## config.mk

```make
export PLATFORM = sky130hd
export DESIGN_NAME = kdf_stream_flat
export DESIGN_NICKNAME = d
export VERILOG_FILES = /design/src/rtl/kdf_stream_if.sv /design/src/rtl/kdf_stream.sv /design/src/flat_wrapper.sv
export SDC_FILE = /design/constraint.sdc
export NUM_CORES = 2
export LEC_CHECK = 0
export CAP_MARGIN = 25
export CORE_AREA = 2 2 627 629
export CTS_CLUSTER_SIZE = 8
export DETAILED_ROUTE_END_ITERATION = 8
export DIE_AREA = 0 0 629 631
export PLACE_DENSITY = 0.38
export SYNTH_ARGS = -nofsm -noshare
export SYNTH_HDL_FRONTEND = slang
export SYNTH_SLANG_ARGS = --single-unit
```

## constraint.sdc

```tcl
create_clock -name clk -period 3.2 [get_ports clk]
set_input_delay 0.64 -clock clk [delete_from_list [all_inputs] [get_ports clk]]
set_output_delay 0.64 -clock clk [all_outputs]
set_load 0.1 [all_outputs]
```

## src/rtl/kdf_stream_if.sv

```systemverilog
// kdf_stream_if: 256-bit key word stream, valid/ready handshake.
// master drives the key words, slave returns ready.
interface kdf_stream_if;
    logic [255:0] kout_data;
    logic         kout_valid;
    logic         kout_ready;
    logic         kout_last;
    logic [8:0]   kout_nbits;

    modport master (
        output kout_data,
        output kout_valid,
        output kout_last,
        output kout_nbits,
        input  kout_ready
    );

    modport slave (
        input  kout_data,
        input  kout_valid,
        input  kout_last,
        input  kout_nbits,
        output kout_ready
    );
endinterface

```

## src/rtl/kdf_stream.sv

```systemverilog
// kdf_stream: SM2 KDF engine, K = H(Z||1) || H(Z||2) || ... truncated to klen.
// Optional KDF_ZERO_CHECK_EN adds kout_zero (all delivered key bits zero).
module kdf_stream #(
    parameter int ZW      = 512,
    parameter int MAXKLEN = 4096,
    parameter int CTW     = 32
) (
    input  logic              clk,
    input  logic              rst,
    input  logic [ZW-1:0]     zin,
    input  logic [31:0]       klen,
    input  logic              start,
    output logic              busy,
    output logic              err,
    output logic              h_start,
    output logic [ZW+CTW-1:0] h_msg,
    input  logic              h_done,
    input  logic [255:0]      h_digest,
`ifdef KDF_ZERO_CHECK_EN
    output logic              kout_zero,
`endif
    kdf_stream_if.master      kout
);

    typedef enum logic [1:0] {
        S_IDLE,
        S_REQ,
        S_WAIT,
        S_OUT
    } state_t;

    state_t         state_q, state_d;
    logic [ZW-1:0]  z_q, z_d;
    logic [7:0]     r_q, r_d;
    logic [CTW-1:0] nblk_q, nblk_d;
    logic [CTW-1:0] ct_q, ct_d;
    logic           busy_q, busy_d;
    logic           err_q, err_d;
    logic [255:0]   kd_q, kd_d;
    logic           kv_q, kv_d;
    logic           kl_q, kl_d;
    logic [8:0]     kn_q, kn_d;
`ifdef KDF_ZERO_CHECK_EN
    logic           nz_q, nz_d;
    logic           zero_q, zero_d;
`endif

    logic           klen_ok;
    logic [31:0]    nblk_w;
    logic           last_w;
    logic           part_w;
    logic [255:0]   mask_w;
    logic [255:0]   word_w;
    logic [8:0]     nbits_w;

    assign klen_ok = (klen != 32'd0) && (klen <= 32'(MAXKLEN));
    assign nblk_w  = (klen + 32'd255) >> 8;
    assign last_w  = (ct_q == nblk_q);
    assign part_w  = last_w && (r_q != 8'd0);
    assign mask_w  = part_w ? ~({256{1'b1}} >> r_q) : {256{1'b1}};
    assign word_w  = h_digest & mask_w;
    assign nbits_w = part_w ? {1'b0, r_q} : 9'd256;

    // Next-state, counter and output-word logic for the KDF sequencer
    always_comb begin
        state_d = state_q;
        z_d     = z_q;
        r_d     = r_q;
        nblk_d  = nblk_q;
        ct_d    = ct_q;
        busy_d  = busy_q;
        err_d   = 1'b0;
        kd_d    = kd_q;
        kv_d    = kv_q;
        kl_d    = kl_q;
        kn_d    = kn_q;
`ifdef KDF_ZERO_CHECK_EN
        nz_d    = nz_q;
        zero_d  = zero_q;
`endif
        unique case (state_q)
            S_IDLE: begin
                if (start) begin
                    if (klen_ok) begin
                        z_d     = zin;
                        r_d     = klen[7:0];
                        nblk_d  = nblk_w[CTW-1:0];
                        ct_d    = CTW'(1);
                        busy_d  = 1'b1;
                        state_d = S_REQ;
`ifdef KDF_ZERO_CHECK_EN
                        nz_d    = 1'b0;
                        zero_d  = 1'b0;
`endif
                    end else begin
                        err_d = 1'b1;
                    end
                end
            end
            S_REQ: begin
                state_d = S_WAIT;
            end
            S_WAIT: begin
                if (h_done) begin
                    kd_d    = word_w;
                    kl_d    = last_w;
                    kn_d    = nbits_w;
                    kv_d    = 1'b1;
                    state_d = S_OUT;
`ifdef KDF_ZERO_CHECK_EN
                    nz_d    = nz_q | (|word_w);
                    zero_d  = last_w & ~(nz_q | (|word_w));
`endif
                end
            end
            S_OUT: begin
                if (kv_q && kout.kout_ready) begin
                    kv_d = 1'b0;
                    if (kl_q) begin
                        busy_d  = 1'b0;
                        state_d = S_IDLE;
                    end else begin
                        ct_d    = ct_q + CTW'(1);
                        state_d = S_REQ;
                    end
                end
            end
            default: begin
                state_d = S_IDLE;
            end
        endcase
    end

    // State and datapath registers with synchronous reset
    always_ff @(posedge clk) begin
        if (rst) begin
            state_q <= S_IDLE;
            z_q     <= '0;
            r_q     <= '0;
            nblk_q  <= '0;
            ct_q    <= CTW'(1);
            busy_q  <= 1'b0;
            err_q   <= 1'b0;
            kd_q    <= '0;
            kv_q    <= 1'b0;
            kl_q    <= 1'b0;
            kn_q    <= '0;
`ifdef KDF_ZERO_CHECK_EN
            nz_q    <= 1'b0;
            zero_q  <= 1'b0;
`endif
        end else begin
            state_q <= state_d;
            z_q     <= z_d;
            r_q     <= r_d;
            nblk_q  <= nblk_d;
            ct_q    <= ct_d;
            busy_q  <= busy_d;
            err_q   <= err_d;
            kd_q    <= kd_d;
            kv_q    <= kv_d;
            kl_q    <= kl_d;
            kn_q    <= kn_d;
`ifdef KDF_ZERO_CHECK_EN
            nz_q    <= nz_d;
            zero_q  <= zero_d;
`endif
        end
    end

    assign busy            = busy_q;
    assign err             = err_q;
    assign h_start         = (state_q == S_REQ);
    // idle message is all-zero; ct itself rests at 1
    assign h_msg           = busy_q ? {z_q, ct_q} : '0;
    assign kout.kout_data  = kd_q;
    assign kout.kout_valid = kv_q;
    assign kout.kout_last  = kl_q;
    assign kout.kout_nbits = kn_q;
`ifdef KDF_ZERO_CHECK_EN
    assign kout_zero       = zero_q;
`endif

endmodule

```

## src/flat_wrapper.sv

```systemverilog
// flat-port wrapper written by rule: the top's interface ports become plain ports
module kdf_stream_flat 
#(
    parameter int ZW      = 512,
    parameter int MAXKLEN = 4096,
    parameter int CTW     = 32
)
  (clk, rst, zin, klen, start, busy, err, h_start, h_msg, h_done, h_digest, kout_kout_data, kout_kout_valid, kout_kout_last, kout_kout_nbits, kout_kout_ready);
  kdf_stream_if kout_i ();
  input  logic clk;
  input  logic rst;
  input  logic [ZW-1:0] zin;
  input  logic [31:0] klen;
  input  logic start;
  output logic busy;
  output logic err;
  output logic h_start;
  output logic [ZW+CTW-1:0] h_msg;
  input  logic h_done;
  input  logic [255:0] h_digest;
  output wire logic [$bits(kout_i.kout_data)-1:0] kout_kout_data;
  output wire logic [$bits(kout_i.kout_valid)-1:0] kout_kout_valid;
  output wire logic [$bits(kout_i.kout_last)-1:0] kout_kout_last;
  output wire logic [$bits(kout_i.kout_nbits)-1:0] kout_kout_nbits;
  input wire logic [$bits(kout_i.kout_ready)-1:0] kout_kout_ready;
  assign kout_kout_data = kout_i.kout_data;
  assign kout_kout_valid = kout_i.kout_valid;
  assign kout_kout_last = kout_i.kout_last;
  assign kout_kout_nbits = kout_i.kout_nbits;
  assign kout_i.kout_ready = kout_kout_ready;
  kdf_stream #(.ZW(ZW), .MAXKLEN(MAXKLEN), .CTW(CTW)) u_core (.clk(clk), .rst(rst), .zin(zin), .klen(klen), .start(start), .busy(busy), .err(err), .h_start(h_start), .h_msg(h_msg), .h_done(h_done), .h_digest(h_digest), .kout(kout_i));
endmodule
```

==> run metrics <==
outcome=completed; Syn Std Cell Area=0.0390 mm^2; area delta synth->final=81.0%; Seq/Total Area, Yosys=a little over two fifths; share of the synthesized area in the top cell type=43.4%; Avg Inst Size Synth=about 8 um^2; H-Tree Depth=4; total gr overflow=0; CP Class=reg2reg; ys async rst share=0%; crit end category=flip-flop; Worst Hold Class=in2reg; RSZ-0062 raised after global routing=yes; Yosys warnings=0; Reg clk slew, reported paths=50 ps; CTS tree=done; Clock Power Share=53.5%; Peak Freq=315 MHz; drt wl/cell=29.9 um; Area contributors post-synth=dfxtp_1, and2_1, o21ai_0, a21oi_1, nand3_1; routed vias=47,300; post-synthesis cell type with the largest combined area=dfxtp_1; Post-Route WL=approximately 350 mm; total net switching power=a little under 7 mW; Cells after DPL=11,600; row count=230; Worst Reg2Reg Path Length in Cells=9; initial antenna violation count=around 140; minimum clock period after layout=roughly 3200 ps; Die Height=631 um; Reg2Reg Setup Slack=about 27 ps; Final Hold Violating Endpoints=0; Yosys reg bits=between 800 and 900; Clk Latency, worst-skew pair=830 ps; Layout Skew=55.3 ps; first-pass GRT wire length=463 mm; largest net degree at the start of global routing=119; final worst-path cycle share=99.2%; antenna viol nets, final=0; Post-synth EDFFs=0; peak supply drop=371 uV; # Max-Cap Violations=0; drt pass-1 iters=6; hpwl dp=291 mm; Hold Crit Start=rst; Hold Path End=u_core.kout.kout_data[106]$_SDFFE_PP0P_; RR Endpoint=u_core.kout.kout_data[43]$_SDFFE_PP0P_; Critical R2R Launch=u_core.ct_q[12]$_SDFFE_PP0P_; worst hold slack=293 ps; DRC=0; CP required=~3900 ps; Slew Limit Fails=0; Final nets=7,366; GPL Wtd Cong=0.881; most frequent cells in the layout=dfxtp_1, clkdlybuf4s50_1, buf_4; crit-path max FO=36; P_int=19.9 mW; worst rel slew slack=35.8%; I/O pin cnt=~1,600; Num CTS Buffers=approximately 140; cells after synthesis=4,957; Synthesized Nets=5,767; synth unique cells=61; Total GRT Usage=17.1%; setup TNS=0 ps; hold buffers post-CTS=0; Die W=around 630 um; Vias/cell=roughly 4.0; Setup crit start kind=flip-flop; CTS root buf=clkbuf_16; core box area=a little under 0.4 mm^2; die area=0.397 mm^2; leak pwr=25.3 nW; Initial Utilization=9.99%; endpoints failing setup=0; Non-Filler Instances=11,900; worst-margin pin slew=960 ps; pre-CTS setup slack=-507 ps; vias in the first global route=46,900; switching share of power=25.4%; Final Worst Setup Slack=27.0 ps; register share of total power=about two fifths; Worst EP arrival=3830 ps; layout cells sized above 1=23.3%; Initial DRC Count=around 3,700; number of port buffers=1,618; Main synth FF type=dfxtp_1; Hold Crit Depth=2; Clock Sinks=847; commonest non-fill, non-tap cell in the layout=dfxtp_1; combinational share of power=6.9%; CTS Buffer Depth=4; Power Dens Cells=roughly 380 mW/mm^2
-- critical path, stage by stage (launching register included) --
cell       delay [ps]
dfxtp_1           490
xor2_1            140
nor4_1            740
nand4_1           170
buf_4             260
buf_4             330
a2111oi_1         440
buf_1             240
buf_4             140
o21ai_0            70
-- power by group through the flow --
| stage | logic (mW) | registers (mW) | clock network, mW |
|---|---|---|---|
| after floorplan | 0.376 | 10.8 | 0 |
| after global placement | 1.85 | 10.8 | 0 |
| after detailed placement | 1.85 | 10.8 | 0 |
| after CTS | 1.86 | 10.6 | 14.8 |
| after global routing | 1.94 | 10.5 | 15.1 |
| final | 1.85 | 10.6 | 14.3 |
-- state kept, by name, summed over array words and instances, names as in the netlist --
signal                  flops
u_core.kout.kout_nbits      9
u_core.state_q              2
u_core.kout.kout_data     256
u_core.r_q                  8
u_core.ct_q                32
u_core.kout.kout_last       1
u_core.nblk_q              24
u_core.z_q                512
u_core.kout.kout_valid      1
u_core.err                  1
u_core.busy                 1
-- worst max-delay path by stage --
stage | startpoint | endpoint | slack [ps] | cells after the start
after detailed placement | klen[7] | u_core.z_q[56]$_SDFFE_PP0P_ | -510 | 9
after CTS | u_core.busy$_SDFFE_PP0P_ | h_msg[68] | 3 | 5
after global placement | klen[7] | u_core.ct_q[18]$_SDFFE_PP0P_ | -590 | 8
after global routing | u_core.ct_q[31]$_SDFFE_PP0P_ | u_core.kout.kout_data[43]$_SDFFE_PP0P_ | -20 | 9
after floorplan | u_core.busy$_SDFFE_PP0P_ | h_msg[100] | 150 | 4
final | u_core.ct_q[12]$_SDFFE_PP0P_ | u_core.kout.kout_data[43]$_SDFFE_PP0P_ | 30 | 9
-- Yosys cell counts (6+ instances only) --
library cell and number:
dfxtp_1 847, o21ai_0 672, a21oi_1 597, nand3_1 575, and2_1 572, clkbuf_1 539, nand2_1 383, a2111oi_0 72
nor2_1 70, o211ai_1 70, and3_1 54, a32o_1 43, o41ai_1 43, nand4_1 39, a41o_1 33, nor4_1 29
mux2i_1 27, xor2_1 26, or4_1 21, a32oi_1 19, a21boi_0 15, a21o_1 15, inv_1 14, a221oi_1 13
a22oi_1 12, buf_1 12, o31a_1 12, nor3_1 11, a211oi_1 10, a31oi_1 10, o2111ai_1 9, a22o_1 8
o31ai_1 8, a2111o_1 6, buf_2 6, o21ai_1 6, or2_2 6
-- through the flow --
stage | total power, mW | util (%) | cell area (um^2)
after global routing | 27.6 | 18.1 | 70600
after CTS | 27.2 | 18.0 | 70500
after global placement | 12.6 | 16.9 | 66200
after floorplan | 11.2 | - | 39200
after detailed placement | 12.6 | 16.9 | 66200
final | 26.7 | 18.1 | 70600
-- cells by family (layout without fill, tap and decap cells) --
kind of cell / after synthesis / after routing / synth area share [%]
simple gates: 1779 / 1779 / 23.9
buf+inv: 576 / 2224 / 5.62
other cells: 0 / 40 / 0
mux: 28 / 28 / 0.721
fa+ha+maj: 5 / 5 / 0.160
flops: 847 / 847 / 43.4
xor+xnor: 27 / 27 / 0.606
compound gates: 1695 / 1695 / 25.6
-- area by class of cell --
cell class | count | area [um^2]
diodes | 40 | 100
clock buffers | 168 | 3730
clock inverters | 20 | 267
fillers | 44100 | 320000
inverters | 16 | 65.1
multi-input cells | 3534 | 20200
flip-flops and latches | 847 | 17000
well taps | 5220 | 6530
repair buffers | 2020 | 22800
-- metal layers --
layer | routed length, um | up-vias | GRT usage (%)
met3 | 27300 | 565 | 4.83
met4 | 15100 | 38 | 6.08
met1 | 139000 | 23600 | 19.7
met2 | 173000 | 2126 | 29.9
li1 | - | 21000 | -
met5 | 242 | - | 0
-- repair_timing --
action | CTS | global route
gates cloned | 5 | 0
buffers inserted | 3 | 0
pin swaps | 0 | 0
setup endpoints to repair | 290 | 6
resized for setup | 41 | 4
No activity file was read; power rests on OpenSTA's default activity.
